## config.mk

```make
export PLATFORM = sky130hd
export DESIGN_NAME = j1_uart_io_port
export DESIGN_NICKNAME = d
export VERILOG_FILES = /design/src/rtl/j1_uart_io_port_pkg.sv /design/src/rtl/j1_uart_io_port_byte_fifo.sv /design/src/rtl/j1_uart_io_port.sv
export SDC_FILE = /design/constraint.sdc
export NUM_CORES = 1
export LEC_CHECK = 0
export ABC_AREA = 1
export CAP_MARGIN = 20
export CORE_UTILIZATION = 30
export CTS_BUF_LIST = sky130_fd_sc_hd__clkbuf_2
export DETAILED_ROUTE_END_ITERATION = 7
export SLEW_MARGIN = 20
export SYNTH_ARGS = -nofsm -noshare
export SYNTH_HDL_FRONTEND = slang
export SYNTH_HIERARCHICAL = 1
export SYNTH_SLANG_ARGS = --single-unit
```

## constraint.sdc

```tcl
create_clock -name clk -period 2.4 [get_ports clk]
set_clock_uncertainty 0.2 [all_clocks]
set_input_delay 0.72 -clock clk [delete_from_list [all_inputs] [get_ports clk]]
set_output_delay 0.72 -clock clk [all_outputs]
set_load 0.02 [all_outputs]
```

## src/rtl/j1_uart_io_port_pkg.sv

```systemverilog
// Shared constants for the j1 <-> buart I/O port.
//   J1_IO_STATUS / J1_IO_DATA : default I/O addresses of the two registers
//   STAT_* : bit positions inside the STATUS word
//   status_word() : packs the STATUS register image
package j1_uart_io_port_pkg;

  localparam logic [15:0] J1_IO_STATUS = 16'h1000;
  localparam logic [15:0] J1_IO_DATA   = 16'h1001;

  localparam int unsigned STAT_TXRDY  = 0;
  localparam int unsigned STAT_RXAV   = 1;
  localparam int unsigned STAT_TXDROP = 2;

  // {count[7:0], 5'b0, tx_drop, rx_avail, tx_ready}
  function automatic logic [15:0] status_word(input logic [7:0] cnt,
                                              input logic       drop,
                                              input logic       avail,
                                              input logic       rdy);
    logic [15:0] w;
    w              = '0;
    w[15:8]        = cnt;
    w[STAT_TXDROP] = drop;
    w[STAT_RXAV]   = avail;
    w[STAT_TXRDY]  = rdy;
    return w;
  endfunction

endpackage

```

## src/rtl/j1_uart_io_port_byte_fifo.sv

```systemverilog
// Synchronous byte FIFO, 2**AW entries, show-ahead head on dout.
//   clk, reset (async, active-high)
//   push/din  : write din when not full
//   pop       : advance head when not empty
//   dout      : current head byte
//   full, empty, count[AW:0] (0..2**AW)
module j1_uart_io_port_byte_fifo #(
  parameter int unsigned AW = 4
) (
  input  logic          clk,
  input  logic          reset,
  input  logic          push,
  input  logic [7:0]    din,
  input  logic          pop,
  output logic [7:0]    dout,
  output logic          full,
  output logic          empty,
  output logic [AW:0]   count
);

  localparam int unsigned DEPTH    = 1 << AW;
  localparam logic [AW:0] FULL_CNT = (AW+1)'(DEPTH);

  logic [7:0]    mem [DEPTH];
  logic [AW-1:0] wr_ptr;
  logic [AW-1:0] rd_ptr;
  logic          do_push;
  logic          do_pop;

  always_comb begin
    full    = (count == FULL_CNT);
    empty   = (count == '0);
    do_push = push & ~full;
    do_pop  = pop & ~empty;
    dout    = mem[rd_ptr];
  end

  always_ff @(posedge clk or posedge reset) begin
    if (reset) begin
      wr_ptr <= '0;
      rd_ptr <= '0;
      count  <= '0;
    end else begin
      if (do_push) wr_ptr <= wr_ptr + 1'b1;
      if (do_pop)  rd_ptr <= rd_ptr + 1'b1;
      case ({do_push, do_pop})
        2'b10:   count <= count + 1'b1;
        2'b01:   count <= count - 1'b1;
        default: count <= count;
      endcase
    end
  end

  // Storage carries no reset; validity is tracked by count/pointers.
  always_ff @(posedge clk) begin
    if (do_push) mem[wr_ptr] <= din;
  end

endmodule

```

## src/rtl/j1_uart_io_port.sv

```systemverilog
// j1 I/O-bus responder for the buart.
//   clk, reset (async, active-high)
//   io_rd, io_wr, mem_addr[15:0], dout[15:0] : j1 I/O bus in
//   io_din[15:0]   : registered read data to j1 (1-cycle latency)
//   uart_wr        : 1-cycle transmit strobe to buart
//   uart_tx_data   : byte to transmit, held until next send
//   uart_busy      : buart transmitter busy
//   uart_valid, uart_rx_data : buart received byte
//   uart_rd        : 1-cycle ack to buart, consumes its byte
// Received bytes are queued in a FIFO; STATUS reports fill level and
// TX readiness, DATA reads pop the queue, DATA writes transmit.
module j1_uart_io_port
  import j1_uart_io_port_pkg::*;
#(
  parameter logic [15:0] ADDR_STATUS = J1_IO_STATUS,
  parameter logic [15:0] ADDR_DATA   = J1_IO_DATA,
  parameter int unsigned FIFO_AW     = 4
) (
  input  logic        clk,
  input  logic        reset,
  input  logic        io_rd,
  input  logic        io_wr,
  input  logic [15:0] mem_addr,
  input  logic [15:0] dout,
  output logic [15:0] io_din,
  output logic        uart_wr,
  output logic [7:0]  uart_tx_data,
  input  logic        uart_busy,
  input  logic        uart_valid,
  input  logic [7:0]  uart_rx_data,
  output logic        uart_rd
);

  logic               ack_pend;
  logic               tx_drop;
  logic               tx_ready;
  logic               rd_status;
  logic               rd_data;
  logic               wr_status;
  logic               wr_data;
  logic               fifo_push;
  logic               fifo_pop;
  logic [7:0]         fifo_head;
  logic               fifo_full;
  logic               fifo_empty;
  logic [FIFO_AW:0]   fifo_count;
  logic [7:0]         count8;
  logic               unused_dout_hi;

  assign unused_dout_hi = ^dout[15:8];

  always_comb begin
    tx_ready  = ~uart_busy & ~uart_wr;
    rd_status = io_rd & (mem_addr == ADDR_STATUS);
    rd_data   = io_rd & (mem_addr == ADDR_DATA);
    wr_status = io_wr & (mem_addr == ADDR_STATUS);
    wr_data   = io_wr & (mem_addr == ADDR_DATA);
    // ack_pend blocks a second push of the same buart byte while the ack is in flight
    fifo_push = uart_valid & ~fifo_full & ~ack_pend;
    fifo_pop  = rd_data & ~fifo_empty;
    count8    = 8'(fifo_count);
  end

  j1_uart_io_port_byte_fifo #(
    .AW (FIFO_AW)
  ) u_rx_fifo (
    .clk   (clk),
    .reset (reset),
    .push  (fifo_push),
    .din   (uart_rx_data),
    .pop   (fifo_pop),
    .dout  (fifo_head),
    .full  (fifo_full),
    .empty (fifo_empty),
    .count (fifo_count)
  );

  // The ack to buart is exactly the registered ack_pend flag.
  assign uart_rd = ack_pend;

  always_ff @(posedge clk or posedge reset) begin
    if (reset) begin
      io_din       <= '0;
      uart_wr      <= 1'b0;
      uart_tx_data <= '0;
      ack_pend     <= 1'b0;
      tx_drop      <= 1'b0;
    end else begin
      ack_pend <= fifo_push;
      uart_wr  <= 1'b0;

      if (io_rd) begin
        if (rd_status)
          io_din <= status_word(count8, tx_drop, ~fifo_empty, tx_ready);
        else if (fifo_pop)
          io_din <= {8'h01, fifo_head};
        else
          io_din <= '0;
      end

      if (wr_data) begin
        if (tx_ready) begin
          uart_tx_data <= dout[7:0];
          uart_wr      <= 1'b1;
        end else begin
          tx_drop <= 1'b1;
        end
      end else if (wr_status) begin
        tx_drop <= 1'b0;
      end
    end
  end

endmodule

```

==> flow_summary.ini, run 1 <==
[run_status]
status = complete, but fails checks
violations = setup timing

[critical_path]
end_kind = register
rr_worst_depth = 18
crit_fanout = 4
max_stage_delay_ns = 0.51
cpMostUsedCell = nand2_1
worst_path_max_delay_cell = clkdlybuf4s50_1
r2r_end = u_rx_fifo/count[4]
cp_top_family = simple AND/OR/NAND/NOR gates
worstPathRequired_ns = 2.89
crit_arrival_ns = 2.95
reg2reg_from = u_rx_fifo/count[3]
path_cells = clkdlybuf4s50_1 > inv_8 > nand2_1 > nor2_1 > nand2_2 > nor2_4 > nand2_2 > clkinv_4 > nand2_4 > inv_4 > ha_4 > inv_2 > fa_2 > inv_2 > nand2_4 > nand2_2 > nand2_1 > nand2_1 > nand2_1 > nand2_1 > nand2_1
r2r_slack_ns = -0.03
cp.depth = 21
worst-path-buf-inv = 6
critical_path_class = in2reg
startpoint_type = primary input

[placed_design]
dp_slack_ns = -0.8312
dp_cells = 1203
placed_area_um2 = 8885
io_buffers = 60
gp_congestion = 0.7549
dp_hpwl_mm = 11.30

[route]
antenna_left = 0
routed_via_density = 4.256
drtIter0Drc = 354
wl_mm = 16.97
routedWlPerCell_um = 13.46
first_pass_iters = 5
drc = 0
vias = 5362

[power_and_ir_drop]
power.switching_mw = 1.902
clock_power_share_pct = 25.0
combPwrFrac_pct = 20.7
p_sw_share_pct = 30.43
ir_drop_uv = 258.2
internal-power_mw = 4.349
power_frac_seq_pct = 54.3
total_power_mw = 6.251
powerDensity_nw_per_um2 = 663.6
leakage_nw = 4.286

[logic_synthesis]
synth_cell_types = 31
yosysSeqAreaShare_pct = 63.92
syn_area_um2 = 7462
ys_warn_count = 6
synth_cells = 781
synth-seq-cells = 165
avgSynthCellArea_um2 = 9.555

[clocking]
cts_buffer_depth = 2
cts.htree.levels = 4
clkLatencyLatePin_ns = 0.76
cts_tree = yes
numCtsBuffers = 17
clk_pin_slew_ns = 0.26
clockRootBuffer = clkbuf_2
cts.sinks = 165

[hold_path]
hp-class = in2reg
whs_endpoint = uart_tx_data[3]
min_from = dout[3]
min_path_cells = 3

[final_layout]
nets = 979
drive_gt1_share_pct = 21.15
design_area_um2 = 9420
stdcell_count = 1260
n_antenna_cell = 0
areaGrowthSynthToFinish_pct = 26.24

[global_routing]
antenna_found_initial = 0
grt_max_degree = 50
grt_pass1_wl_mm = 27.68
grt_pass1_vias = 5139
grt_overflow = 0
grt_usage_pct = 14.11

[floorplan]
core_um2 = 24390
die_h_um = 159.7
ios = 72
rows = 57
chipWidth_um = 159.7
initial_core_util_pct = 30.59
die-area_um2 = 25510

[timing]
fin_setup_tns_ns = -0.07155
tightest_slew_ns = 0.5498
finalWorstSetupSlack_ns = -0.06100
max_clock_freq_ghz = 0.4063
maxSlewViolCount = 0
period_minus_slack_ns = 2.461
slew_headroom_pct = 63.30
hold_viol_final = 0
period_share_pct = 102.5
rsz0062_at_grt = yes
finalSetupViolations = 3

[run]
maxCapViolations = 0
-- per-layer routing --
metal,global-route usage (%),part of all wire [%],vias up
met1,18.68,46,2478
met4,4.196,1.1,0
met5,0,0,-
met2,23.14,48,115
li1,-,-,2752
met3,3.039,5.0,17
-- sequential cells by signal (all words and copies together), names as in the netlist --
name	cells
u_rx_fifo/mem	128
u_rx_fifo/rd_ptr	4
uart_tx_data	8
io_din	13
uart_rd	1
u_rx_fifo/count	5
tx_drop	1
u_rx_fifo/wr_ptr	4
uart_wr	1
-- logic make-up (layout without fill, tap and decap cells) --
group | after synthesis | after routing | share of synthesized area, %
buffers and inverters | 118 | 271 | 6.556
AND/OR/NAND/NOR | 474 | 474 | 26.48
XOR/XNOR | 7 | 7 | 0.8216
flip-flops | 165 | 165 | 63.92
adder cells (fa/ha/maj) | 10 | 10 | 1.777
AO/OA/AOI/OAI | 6 | 6 | 0.4023
other | 1 | 3 | 0.05025
-- worst min-delay path, stage by stage --
cell	delay, ns
clkdlybuf4s50_1	0.40
nand3_1	0.08
nand2_1	0.04
-- layout by cell type, fill, tap and decap left out, drive strengths merged --
cell,n
a21oi,1
buf,110
bufinv,1
clkbuf,17
clkdlybuf4s50,37
clkinv,6
clkinvlp,2
conb,3
dfrtp,37
dlygate4sd3,1
edfxtp,128
fa,1
ha,9
inv,97
nand2,308
nand3,69
nand4,7
nor2,86
nor3,2
nor3b,1
o21ai,5
or2,1
xnor2,3
xor2,4
-- per-stage QoR --
step	hold WS [ns]	util, %
after global placement	0.2445	36.43
after CTS	0.1981	37.88
final	0.2686	38.62
after detailed placement	0.2529	36.43
after floorplan	0.2699	-
after global routing	0.1884	38.62
-- power groups by stage --
stage / clock, mW / combinational (mW) / sequential, mW
after CTS: 1.62 / 1.21 / 3.39
after floorplan: 0 / 0.517 / 3.45
after global routing: 1.72 / 1.44 / 3.42
after global placement: 0 / 1.01 / 3.45
final: 1.57 / 1.29 / 3.39
after detailed placement: 0 / 1.02 / 3.45
-- timing repair --
action,4_1_cts,5_1_grt
hold endpoints to repair,1,0
gates resized for setup,106,43
gates cloned,0,0
pin swaps,10,9
hold buffers,1,0
endpoints found under the setup margin,114,133
buffers inserted,19,6
-- synthesized netlist by cell type --
library cell / instances / area share (%)
a21oi_1: 1 / 0.067
buf_4: 5 / 0.50
xor2_1: 4 / 0.47
xnor2_1: 3 / 0.35
nor2_2: 3 / 0.25
clkinv_2: 1 / 0.067
o21ai_0: 4 / 0.27
or2_2: 1 / 0.084
nand2_2: 4 / 0.34
nand3_4: 1 / 0.23
fa_1: 1 / 0.27
nor2_1: 78 / 3.9
o21ai_1: 1 / 0.067
nor3b_1: 1 / 0.10
dfrtp_1: 37 / 12
nor3_1: 2 / 0.13
buf_1: 1 / 0.050
nand2_4: 1 / 0.15
nor2_8: 1 / 0.27
nand4_1: 7 / 0.59
inv_1: 83 / 4.2
buf_2: 15 / 1.0
conb_1: 1 / 0.050
buf_6: 1 / 0.15
ha_1: 9 / 1.5
inv_2: 7 / 0.35
nor2_4: 4 / 0.60
edfxtp_1: 128 / 52
nand2_1: 303 / 15
clkbuf_1: 5 / 0.25
nand3_1: 68 / 4.6
-- area by class of cell --
cell class	count	area (um^2)
fill	2423	14970
sequential	165	4771
multi-input combinational	500	2336
timing repair buffer	148	1282
tap	324	405.4
inverter	91	360.3
clock inverter	15	180.2
clock buffer	17	85.08
-- how the worst max path moves through the flow --
stage / from / endpoint / slack (ns)
floorplan: mem_addr[5] / u_rx_fifo/count[4] / -0.26
global placement: mem_addr[1] / u_rx_fifo/count[4] / -0.82
detailed placement: mem_addr[1] / u_rx_fifo/count[4] / -0.83
CTS: u_rx_fifo/count[3] / u_rx_fifo/count[4] / -0.08
global route: u_rx_fifo/count[0] / u_rx_fifo/count[4] / -0.15
finish: mem_addr[1] / u_rx_fifo/count[4] / -0.06
(Power assumes the default switching activity.)
==> run 2: changes to the inputs <==
--- a/config.mk
+++ b/config.mk
@@ -10,6 +10,7 @@
 export CORE_UTILIZATION = 30
 export CTS_BUF_LIST = sky130_fd_sc_hd__clkbuf_2
 export DETAILED_ROUTE_END_ITERATION = 7
+export SETUP_SLACK_MARGIN = 0.5
 export SLEW_MARGIN = 20
 export SYNTH_ARGS = -nofsm -noshare
 export SYNTH_HDL_FRONTEND = slang
==> run 2 against run 1 <==
  * The flow still finishes with violations (setup timing)
  * Register-to-register slack better by 0.06 ns
  * Hold slack worse by 0.16 ns
  * Die area unchanged
  * Sequential cell count unchanged
  * Total power up 2.4%
  * First-iteration DRC count up 8.5%
  * Design area up 5.5%
  * Sequential power about the same
  * Clock-buffer cell count up 3
  * Cell count up 0.87%
  * Wire length up 7.8%
  * Sequential share of layout area down 2.6 points
  * Largest cell class unchanged
  * Largest power group unchanged
==> flow_summary.ini, run 2 (synthesis gave the netlist of run 1 again) <==
[clocking]
cts.sinks = 165
clk_pin_slew_ns = 0.26
cts.htree.levels = 4
clockRootBuffer = clkbuf_2
numCtsBuffers = 17
cts_tree = yes
clkLatencyLatePin_ns = 0.73
cts_buffer_depth = 2

[final_layout]
final_common_cell = nand2_1
areaGrowthSynthToFinish_pct = 33.17
largest_reg_flops = 128
reg_top3 = u_rx_fifo/mem (128), io_din (13), uart_tx_data (8)
drive_gt1_share_pct = 23.70
nets = 988
final_cell_mix = nand2_1, edfxtp_1, inv_1
regMostFlops = u_rx_fifo/mem
final_core_util_pct = 40.74

[power_and_ir_drop]
powerDensity_nw_per_um2 = 644.5
ir_drop_uv = 329.9
leakage_nw = 4.478

[critical_path]
worstPathRequired_ns = 2.85
crit_arrival_ns = 2.86
worst_path_max_delay_cell = clkdlybuf4s50_1
worst-path-buf-inv = 5
max_stage_delay_ns = 0.48
path_cells = clkdlybuf4s50_1 > nand2_1 > nor2_1 > nand2_2 > nor2_4 > nand2_2 > clkinv_4 > nand2_4 > inv_4 > ha_4 > inv_2 > fa_2 > inv_2 > nand2_4 > nand2_2 > nand2_1 > nand2_1 > nand2_1 > nand2_1 > nand2_1
cpMostUsedCell = nand2_1
crit_fanout = 3
end_kind = register
startpoint_type = primary input
critical_path_class = in2reg
cp_top_family = simple AND/OR/NAND/NOR gates

[timing]
rsz0062_at_grt = yes
finalSetupViolations = 1
period_minus_slack_ns = 2.405
hold_viol_final = 0
slew_headroom_pct = 63.23
max_clock_freq_ghz = 0.4158
period_share_pct = 100.2
tightest_slew_ns = 0.5509
maxSlewViolCount = 0
finalWorstSetupSlack_ns = -0.005287
fin_setup_tns_ns = -0.005287

[global_routing]
grt_max_degree = 82
grt_usage_pct = 14.27
grt_overflow = 0
grt_pass1_vias = 5151
grt_pass1_wl_mm = 28.00
antenna_found_initial = 1

[run_status]
status = complete, but fails checks
violations = setup timing

[floorplan]
chipWidth_um = 159.7
initial_core_util_pct = 30.59
core_um2 = 24390
ios = 72
die-area_um2 = 25510
die_h_um = 159.7
rows = 57

[route]
drc = 0
antenna_left = 0
routedWlPerCell_um = 14.39
vias = 5551
routed_via_density = 4.367
first_pass_iters = 4
wl_mm = 18.28
drtIter0Drc = 384

[run]
maxCapViolations = 0

[hold_path]
hp-class = in2async

[placed_design]
gp_congestion = 0.7686
io_buffers = 60
dp_hpwl_mm = 11.15
==> run 2: changes by cell type in the layout (fill, tap and decap cells not counted), moves of 4 or more <==
cell             delta
nand2_8             +4
nor2_1             -11
buf_4               -8
dlymetal6s2s_1      +8
nor2_4             +14
buf_12             +10
clkdlybuf4s50_1     -9
buf_6              +15
buf_2              -11
==> run 2: stage by stage <==
stage	instances	area (um^2)	worst slack [ns]	hold slack, ns	power [mW]
CTS	1246	9592	0.05621	0.05221	6.296
global placement	1189	8982	-0.8318	0.2610	4.572
floorplan	783	7676	-0.2592	0.2699	4.099
detailed placement	1189	8982	-0.8253	0.2641	4.595
global route	1271	9937	-0.1382	0.06950	6.714
finish	1271	9937	-0.005287	0.1084	6.404
==> run 2: layer usage <==
metal | up-vias | GRT usage [%] | share of wire (%)
met2 | 118 | 23.72 | 50
met4 | 0 | 3.977 | 1.1
li1 | 2788 | - | -
met1 | 2629 | 18.97 | 46
met3 | 16 | 2.701 | 3.8
met5 | - | 0 | 0
==> run 2: path summary, 6_finish.rpt <==
| path | from | end | slack (ns) | cells past startpoint |
|---|---|---|---|---|
| worst max-delay path | mem_addr[0] | u_rx_fifo/count[4] | -0.005 | 20 |
| worst min-delay path | reset | io_din[1] | 0.11 | 3 |
| worst max register to register | u_rx_fifo/count[0] | u_rx_fifo/count[4] | 0.03 | 18 |
| worst min register to register | uart_tx_data[7] | uart_tx_data[7] | 0.34 | 2 |
| max in group asynchronous | reset | u_rx_fifo/rd_ptr[1] | 1.48 | 2 |
| min in group clk | mem_addr[8] | io_din[0] | 0.23 | 6 |
==> run 2: area by class of cell <==
class | count | area [um^2]
antenna | 2 | 5.005
clock buffer | 20 | 100.1
clock inverter | 12 | 130.1
fill | 2372 | 14450
inverter | 91 | 376.6
multi-input combinational | 500 | 2510
sequential | 165 | 4772
tap | 324 | 405.4
timing repair buffer | 157 | 1638
==> run 2: worst register-to-register path, cell delays in order, from the launching register on <==
cell and delay [ns]:
dfrtp_1 0.44, nor2_2 0.14, nand4_1 0.15, inv_2 0.13, nor2_4 0.05, nand2_2 0.09
clkinv_4 0.06, nand2_4 0.08, inv_4 0.04, ha_4 0.16, buf_6 0.12, ha_4 0.29
nand2_4 0.05, nand2_2 0.06, nand2_1 0.05, nand2_1 0.05, nand2_1 0.04, nand2_1 0.05
nand2_1 0.05
==> run 2: where the power goes <==
| part | switching (mW) | internal [mW] |
|---|---|---|
| Clock | 0.980 | 0.494 |
| Combinational | 0.853 | 0.683 |
| Sequential | 0.0960 | 3.30 |
| Total | 1.93 | 4.47 |
==> run 2: what timing repair did <==
item,CTS,global route
hold buffers,0,0
resized for setup,163,38
cloned,0,3
buffers inserted,25,20
endpoints found under the setup margin,163,164
pin swaps,18,24
